**src/rtl/stage_4_mem.sv**
```systemverilog
// Memory-access stage: req/ack data-memory port, load extraction, store lane steering, timeout.
// Optional MISALIGN_TRAP_EN: trap misaligned accesses instead of forcing them to alignment.
module stage_4_mem #(
  parameter int unsigned TIMEOUT_CYCLES = 256
) (
  input  logic        i_clk,
  input  logic        i_rst_n,
  input  logic        i_valid,
  input  logic [31:0] i_alu_out,
  input  logic [31:0] i_rs2,
  input  logic [4:0]  i_rd_num,
  input  logic        i_op_type,
  input  logic        i_is_store,
  input  logic [2:0]  i_funct3,
  input  logic        i_mem_ack,
  input  logic [31:0] i_mem_rdata,
  output logic        o_mem_req,
  output logic        o_mem_we,
  output logic [31:0] o_mem_addr,
  output logic [31:0] o_mem_wdata,
  output logic [3:0]  o_mem_be,
  output logic        stall,
  output logic        valid,
  output logic [31:0] mem_out,
  output logic [31:0] alu_out,
  output logic [4:0]  rd_num,
  output logic        op_type,
  output logic        bus_err,
  output logic        misalign
);

  // state | meaning
  // IDLE  | accept instructions from execute
  // WAIT  | memory request outstanding, upstream stalled
  typedef enum logic {IDLE, WAIT} state_t;

  localparam logic [15:0] TO_LAST = 16'(TIMEOUT_CYCLES - 1);

  state_t      r_state;
  logic [31:0] r_addr;
  logic [31:0] r_wdata;
  logic [2:0]  r_funct3;
  logic [4:0]  r_rd;
  logic        r_op;
  logic        r_st;
  logic [15:0] r_cnt;

  logic        w_wait;
  logic        w_in_mem;
  logic        w_is_b;
  logic        w_is_h;
  logic [7:0]  w_byte;
  logic [15:0] w_half;
  logic [31:0] w_load;
  logic [31:0] w_wdata;
  logic [3:0]  w_be;

  assign w_wait   = (r_state == WAIT);
  assign w_in_mem = i_op_type | i_is_store;
  // Reserved funct3 codes fall through to word access.
  assign w_is_b   = (r_funct3[1:0] == 2'b00);
  assign w_is_h   = (r_funct3[1:0] == 2'b01);

  always_comb begin
    w_byte = 8'h00;
    case (r_addr[1:0])
      2'd0: w_byte = i_mem_rdata[7:0];
      2'd1: w_byte = i_mem_rdata[15:8];
      2'd2: w_byte = i_mem_rdata[23:16];
      2'd3: w_byte = i_mem_rdata[31:24];
      default: w_byte = 8'h00;
    endcase
    w_half = r_addr[1] ? i_mem_rdata[31:16] : i_mem_rdata[15:0];
    if (w_is_b) begin
      w_load  = {{24{~r_funct3[2] & w_byte[7]}}, w_byte};
      w_wdata = {4{r_wdata[7:0]}};
      w_be    = 4'b0001 << r_addr[1:0];
    end else if (w_is_h) begin
      w_load  = {{16{~r_funct3[2] & w_half[15]}}, w_half};
      w_wdata = {2{r_wdata[15:0]}};
      w_be    = r_addr[1] ? 4'b1100 : 4'b0011;
    end else begin
      w_load  = i_mem_rdata;
      w_wdata = r_wdata;
      w_be    = 4'b1111;
    end
  end

  // Bus outputs are quiet outside WAIT so an abandoned request leaves nothing driven.
  assign o_mem_req   = w_wait;
  assign stall       = w_wait;
  assign o_mem_we    = w_wait & r_st;
  assign o_mem_addr  = w_wait ? {r_addr[31:2], 2'b00} : 32'h0;
  assign o_mem_wdata = w_wait ? w_wdata : 32'h0;
  assign o_mem_be    = w_wait ? w_be : 4'h0;

`ifdef MISALIGN_TRAP_EN
  logic w_in_mis;
  assign w_in_mis = (i_funct3[1:0] == 2'b01) ? i_alu_out[0] :
                    (i_funct3[1:0] == 2'b00) ? 1'b0 : (i_alu_out[1:0] != 2'b00);
`else
  assign misalign = 1'b0;
`endif

  always_ff @(posedge i_clk or negedge i_rst_n) begin
    if (!i_rst_n) begin
      r_state  <= IDLE;
      r_addr   <= 32'h0;
      r_wdata  <= 32'h0;
      r_funct3 <= 3'h0;
      r_rd     <= 5'h0;
      r_op     <= 1'b0;
      r_st     <= 1'b0;
      r_cnt    <= 16'h0;
      valid    <= 1'b0;
      mem_out  <= 32'h0;
      alu_out  <= 32'h0;
      rd_num   <= 5'h0;
      op_type  <= 1'b0;
      bus_err  <= 1'b0;
`ifdef MISALIGN_TRAP_EN
      misalign <= 1'b0;
`endif
    end else begin
      bus_err <= 1'b0;
`ifdef MISALIGN_TRAP_EN
      misalign <= 1'b0;
`endif
      case (r_state)
        IDLE: begin
          r_cnt <= 16'h0;
          if (!i_valid) begin
            valid <= 1'b0;
          end else if (!w_in_mem) begin
            valid   <= 1'b1;
            alu_out <= i_alu_out;
            rd_num  <= i_rd_num;
            op_type <= i_op_type;
            mem_out <= 32'h0;
`ifdef MISALIGN_TRAP_EN
          end else if (w_in_mis) begin
            valid    <= 1'b1;
            misalign <= 1'b1;
            alu_out  <= i_alu_out;
            rd_num   <= 5'h0;
            op_type  <= i_op_type;
            mem_out  <= 32'h0;
`endif
          end else begin
            r_addr   <= i_alu_out;
            r_wdata  <= i_rs2;
            r_funct3 <= i_funct3;
            r_rd     <= i_rd_num;
            r_op     <= i_op_type;
            r_st     <= i_is_store;
            valid    <= 1'b0;
            r_state  <= WAIT;
          end
        end
        WAIT: begin
          if (i_mem_ack) begin
            valid   <= 1'b1;
            alu_out <= r_addr;
            op_type <= r_op;
            rd_num  <= r_st ? 5'h0 : r_rd;
            mem_out <= r_st ? 32'h0 : w_load;
            r_state <= IDLE;
          end else if (r_cnt == TO_LAST) begin
            valid   <= 1'b1;
            bus_err <= 1'b1;
            alu_out <= r_addr;
            op_type <= r_op;
            rd_num  <= 5'h0;
            mem_out <= 32'h0;
            r_state <= IDLE;
          end else begin
            r_cnt <= r_cnt + 16'h1;
            valid <= 1'b0;
          end
        end
        default: r_state <= IDLE;
      endcase
    end
  end

endmodule

```
**config.mk**
```make
export PLATFORM = sky130hd
export DESIGN_NAME = stage_4_mem
export DESIGN_NICKNAME = d
export VERILOG_FILES = /design/src/rtl/stage_4_mem.sv
export SDC_FILE = /design/constraint.sdc
export NUM_CORES = 1
export LEC_CHECK = 0
export CAP_MARGIN = 20
export CORE_MARGIN = 2
export CORE_UTILIZATION = 42
export DETAILED_ROUTE_END_ITERATION = 10
export PLACE_DENSITY = 0.76
export RECOVER_POWER = 100
export SETUP_SLACK_MARGIN = 0.15
export SLEW_MARGIN = 20
export SYNTH_ARGS = -nofsm -noshare
export SYNTH_HDL_FRONTEND = slang
export SYNTH_SLANG_ARGS = --single-unit
```
**constraint.sdc**
```tcl
create_clock -name i_clk -period 2 [get_ports i_clk]
set_input_delay 0.3 -clock i_clk [delete_from_list [all_inputs] [get_ports i_clk]]
set_output_delay 0.3 -clock i_clk [all_outputs]
set_load 0.01 [all_outputs]
```
-- After elaboration in Yosys (flattened, before gate mapping)
Index checks and enable logic that the tools add are counted.
- bitwise logic cells: 6
- shift-type cells: 1
- eq/ne operators: 10
- multiplexer cells: 49
- reductions and logical operators: 5
- $add $sub $neg: 1
- operator list (operator ; number):
    32-bit two-way mux ; 15
    32-bit one-hot mux with 2 select lines ; 2
    16-bit two-way mux ; 3
    16-bit one-hot mux with 2 select lines ; 1
    8-bit one-hot mux with 4 select lines ; 1
    5-bit two-way mux ; 5
    16-bit by 1-bit adder with 16-bit output, second input constant ; 1
    16-bit by 8-bit equality test with 1-bit output, second input constant ; 1
    4-bit two-way mux ; 4
    1-bit two-way mux ; 14
    5-bit one-hot mux with 2 select lines ; 1
    2-bit != test, second input constant ; 4
    1-bit one-hot mux with 2 select lines ; 3
    3-bit AND reduction ; 2
    2-bit by 1-bit equality test with 1-bit output, second input constant ; 2
    2-bit equality test, second input constant ; 2
    2-bit zero test ; 2
    1-bit by 2-bit << shifter with 4-bit output, first input constant ; 1
    1-bit AND ; 3
    3-bit by 2-bit != test with 1-bit output, second input constant ; 1
    1-bit inverter ; 2
    2-bit AND reduction ; 1
    1-bit bitwise OR ; 1
- logic and storage cells: 86
- input bits: 110
- output and inout port bits: 144
- register bits after elaboration: 163

-- Depth between registers and ports, before layout
- word-level depth: 7
- depth in mapped cells: 8
- depth with buffers taken out: 6

-- Least setup slack after synthesis
No wires, ideal clock.
- path type: register to register
- start point: register r_cnt[8]
- end point: register alu_out[11]
- setup time: 0.065 ns
- data required time: 1.935 ns
- stages on the path, launching flop included: 8
- slack: -0.189 ns
- period minus slack after synthesis: 2.189 ns
- path buffers: 2
- data arrival time: 2.124 ns
- cell sequence: dfrtp_1 -> or4_4 -> o41ai_4 -> nand2_2 -> clkinv_2 -> buf_6 -> buf_6 -> o221a_2
- word-level cells in the longest chain between the ends: 3
- ends and longest elaborated chain (item ; line ; RTL):
    start: declaration ; 46 ; logic [15:0] r_cnt;
    start signal: assignment ; 177 ; r_cnt <= r_cnt + 16'h1;
    16-bit by 8-bit equality test with 1-bit output ; 168 ; end else if (r_cnt == TO_LAST) begin
    3-bit by 2-bit != test with 1-bit output (no source line) ; n/a ;
    3-bit AND reduction (no source line) ; n/a ;
    end signal: assignment ; 136 ; alu_out <= i_alu_out;
    end signal: assignment ; 163 ; alu_out <= r_addr;
    end signal: assignment ; 171 ; alu_out <= r_addr;
    end: declaration ; 25 ; output logic [31:0] alu_out,
No other way between the ends.
A chain may end at the register's enable or synchronous reset.

-- Final worst setup path
- start point: register r_state, in the netlist o_mem_req
- end point: register r_addr[0]
- word-level cells in the longest chain between the ends: 2
- ends and longest elaborated chain (item ; line ; RTL):
    start: declaration ; 39 ; state_t r_state;
    start signal: assignment ; 107 ; r_state <= IDLE;
    start signal: assignment ; 157 ; r_state <= WAIT;
    start signal: assignment ; 167 ; r_state <= IDLE;
    1-bit inverter ; n/a ;
    3-bit AND reduction (no source line) ; n/a ;
    end signal: assignment ; 150 ; r_addr <= i_alu_out;
    end: declaration ; 40 ; logic [31:0] r_addr;
No other way between the ends.

==> metrics.cfg <==
[placed_design]
io_buffers=250
pre_cts_slack_ns=-0.265
place.gp.congestion=0.887
dp_hpwl_um=17300
place_inst=1214

[power]
pwr_density_cell_nw_per_um2=1030
vdd_drop_max_uv=630
leakagePower_nw=5.85

[synth]
synth_compound_area_frac=0.171
synth_area_leader_cell=dfrtp_1
netlist_area_um2=8030
synth_fa_ha_area_frac=0.00156
ys_async_sr_fraction=1.00
ys.flop_type=dfrtp_1
synth.distinct_cells=50
synth_top_area_share=0.508
synthMuxAreaShare=0.140
postSynthCellCount=719
synth_top_family_by_area=compound AO/OA/AOI/OAI gates
yosys_register_bits=163
syn_avg_cell_area_um2=11.2
synthXorXnorAreaFrac=0.00218
ys_warn_count=0
ys_top_cells_by_area=dfrtp_1, mux2_2, o221a_2
seq_area_frac_synth=0.508
synth-edff-count=0
synth_simple_gate_area_share=0.139

[setup_path]
rrSetupSlack_ns=-0.11
cp_data_arrival_time_ns=2.43
path_max_fanout=6
cp-endpoint=r_addr[0]
r2r_end=r_addr[0]
path_class=reg -> reg
reg2reg_from=o_mem_req
startpoint=o_mem_req
worstRegToRegCells=8
end_kind=register
cp.required_ns=2.32
worstSetupStartpointType=register

[drt]
drc=0
drtIter0Drc=477
drt_pass1_iterations=5
wl_per_cell_um=21.4
num_vias=7546
routed_wl_um=28100
ant_nets=0
viasPerCell=5.74

[sta]
setup_slack_ns=-0.108
fin_skew_ns=0.0157
setup_viol_count_final=139
tightestPinTransition_ns=1.20
fin_crit_ns=2.11
rsz0062_at_grt=true
slew_viol_final=0
hold_violations=0
finalCritPeriodShare=1.05
max_slew_margin=0.202
maxClockFrequency_mhz=474

[final_layout]
final_common_cell=dfrtp_1
post-route-util=0.711
nFillCells=1278
nets=1177
syn2layout_area_growth_pct=65.6
final_cell_mix=dfrtp_1, clkdlybuf4s50_1, dlygate4sd3_1
layout-drive-gt1-share=0.388
finalNonFillerCells=1314

[grt]
track_usage=0.252
grt_start_max_net_pins=51
antenna_found_initial=1
grt_pass1_wl_um=39500
overflow=0
grt_pass1_vias=7205

[outcome]
status=complete, but fails checks
violations=setup timing

[clock_tree]
cts_inserted_buffers=17
cts_buffer_depth=2
cts_root_buf=clkbuf_16
clock_sinks=163
clk_pin_slew_ns=0.07
cts_max_level=4
clk_latency_ns=0.44
cts_tree=done

[floorplan]
dieHeight_um=142
core-area_um2=18700
row_count=50
die_area_um2=20200
io_pins=254
initial_core_util=0.429
die_width_um=142

[hold_path]
min_path_type=in -> reg

[job]
maxCapViolCount=0

-- final cells by class --
class	instances	area [um^2]	area share
clock buffer	18	439	0.0330
clock inverter	14	165	0.0124
antenna	1	2.50	0.000188
tap	234	293	0.0220
inverter	8	42.5	0.00320
sequential	163	4080	0.307
timing repair buffer	389	3980	0.299
multi-input combinational	487	4300	0.323
-- sequential cells by signal (all words and copies together), names as in the netlist --
register / count
r_addr: 32
mem_out: 32
valid: 1
r_op: 1
r_cnt: 16
alu_out: 32
op_type: 1
r_rd: 5
r_st: 1
rd_num: 5
r_funct3: 3
r_wdata: 32
o_mem_req: 1
bus_err: 1
-- cells by family (layout without fill, tap and decap cells) --
logic type | count (synthesis) | count (layout)
compound gates | 174 | 174
xor+xnor | 2 | 2
fa+ha+maj | 1 | 1
buf+inv | 72 | 429
flops | 163 | 163
mux | 103 | 103
other cells | 1 | 4
simple gates | 203 | 204
-- what timing repair did --
| item | in CTS | in global routing |
|---|---|---|
| hold buffers | 1 | 0 |
| cloned | 4 | 12 |
| endpoints found under the setup margin | 157 | 208 |
| buffers inserted | 27 | 23 |
| resized for setup | 324 | 204 |
| endpoints found under the hold margin | 42 | 0 |
| pin swaps | 11 | 10 |
-- layer usage --
metal	vias up	wire length [um]	track usage
met1	3797	11700	0.337
met4	0	929	0.104
li1	3381	-	-
met2	295	13900	0.404
met5	-	0	0
met3	73	1600	0.0481
-- worst max-delay path, cell delays in order, from the launching register on --
cell and delay [ns]:
dfrtp_1 0.44, clkbuf_1 0.19, buf_16 0.16, buf_8 0.12, nor2b_4 0.10, nor2b_4 0.29, clkbuf_16 0.24, buf_8 0.14
mux2_4 0.30
-- worst min path at each step --
stage / startpoint / endpoint / slack (ns) / cells after the start
after floorplan: i_rst_n / alu_out[0] / 0.004 / 0
final: i_funct3[1] / r_funct3[1] / 0.46 / 3
after global placement: i_rst_n / alu_out[19] / 0.27 / 1
after CTS: i_rst_n / alu_out[19] / 0.38 / 2
after global routing: i_funct3[1] / r_funct3[1] / 0.45 / 3
after detailed placement: i_rst_n / alu_out[19] / 0.27 / 1
-- per-stage QoR --
step	instance area (um^2)	hold WS [ns]	power, mW	setup TNS (ns)
after floorplan	8080	0.00441	6.83	-5.49
after global placement	11400	0.267	9.28	-4.01
after detailed placement	11400	0.265	9.37	-5.59
after CTS	12400	0.381	13.0	-2.69
after global routing	13300	0.449	14.3	-17.64
final	13300	0.457	13.7	-8.55
-- power breakdown --
part | internal [mW] | switching, mW | leakage (nW) | total [mW]
Sequential | 4.07 | 0.627 | 1.99 | 4.69
Combinational | 3.20 | 2.41 | 3.56 | 5.62
Clock | 1.92 | 1.49 | 0.297 | 3.40
-- synthesized netlist by cell type (2+ instances only) --
| master | number |
|---|---|
| nor2_1 | 34 |
| buf_1 | 7 |
| mux2i_1 | 31 |
| mux2_2 | 72 |
| a2bb2oi_1 | 12 |
| and2_1 | 40 |
| nor2b_1 | 5 |
| buf_2 | 2 |
| inv_1 | 7 |
| nand3b_1 | 2 |
| a221oi_1 | 5 |
| nand3_1 | 7 |
| o221a_1 | 2 |
| and3_1 | 2 |
| or4_1 | 3 |
| nor4_1 | 6 |
| or2_2 | 4 |
| o21ai_0 | 15 |
| nor3b_1 | 8 |
| o221a_2 | 30 |
| o31ai_1 | 4 |
| buf_4 | 4 |
| clkbuf_1 | 48 |
| a22o_1 | 7 |
| xnor2_1 | 2 |
| dfrtp_1 | 163 |
| or3_1 | 33 |
| or4_4 | 2 |
| nor3_1 | 2 |
| o2bb2ai_1 | 25 |
| nand2_1 | 41 |
| buf_6 | 3 |
| nand2b_1 | 10 |
| a211oi_1 | 16 |
| o22ai_1 | 15 |
| a21oi_1 | 35 |
| nand4_1 | 2 |
Note: power is estimated with default switching activity, not from simulation.
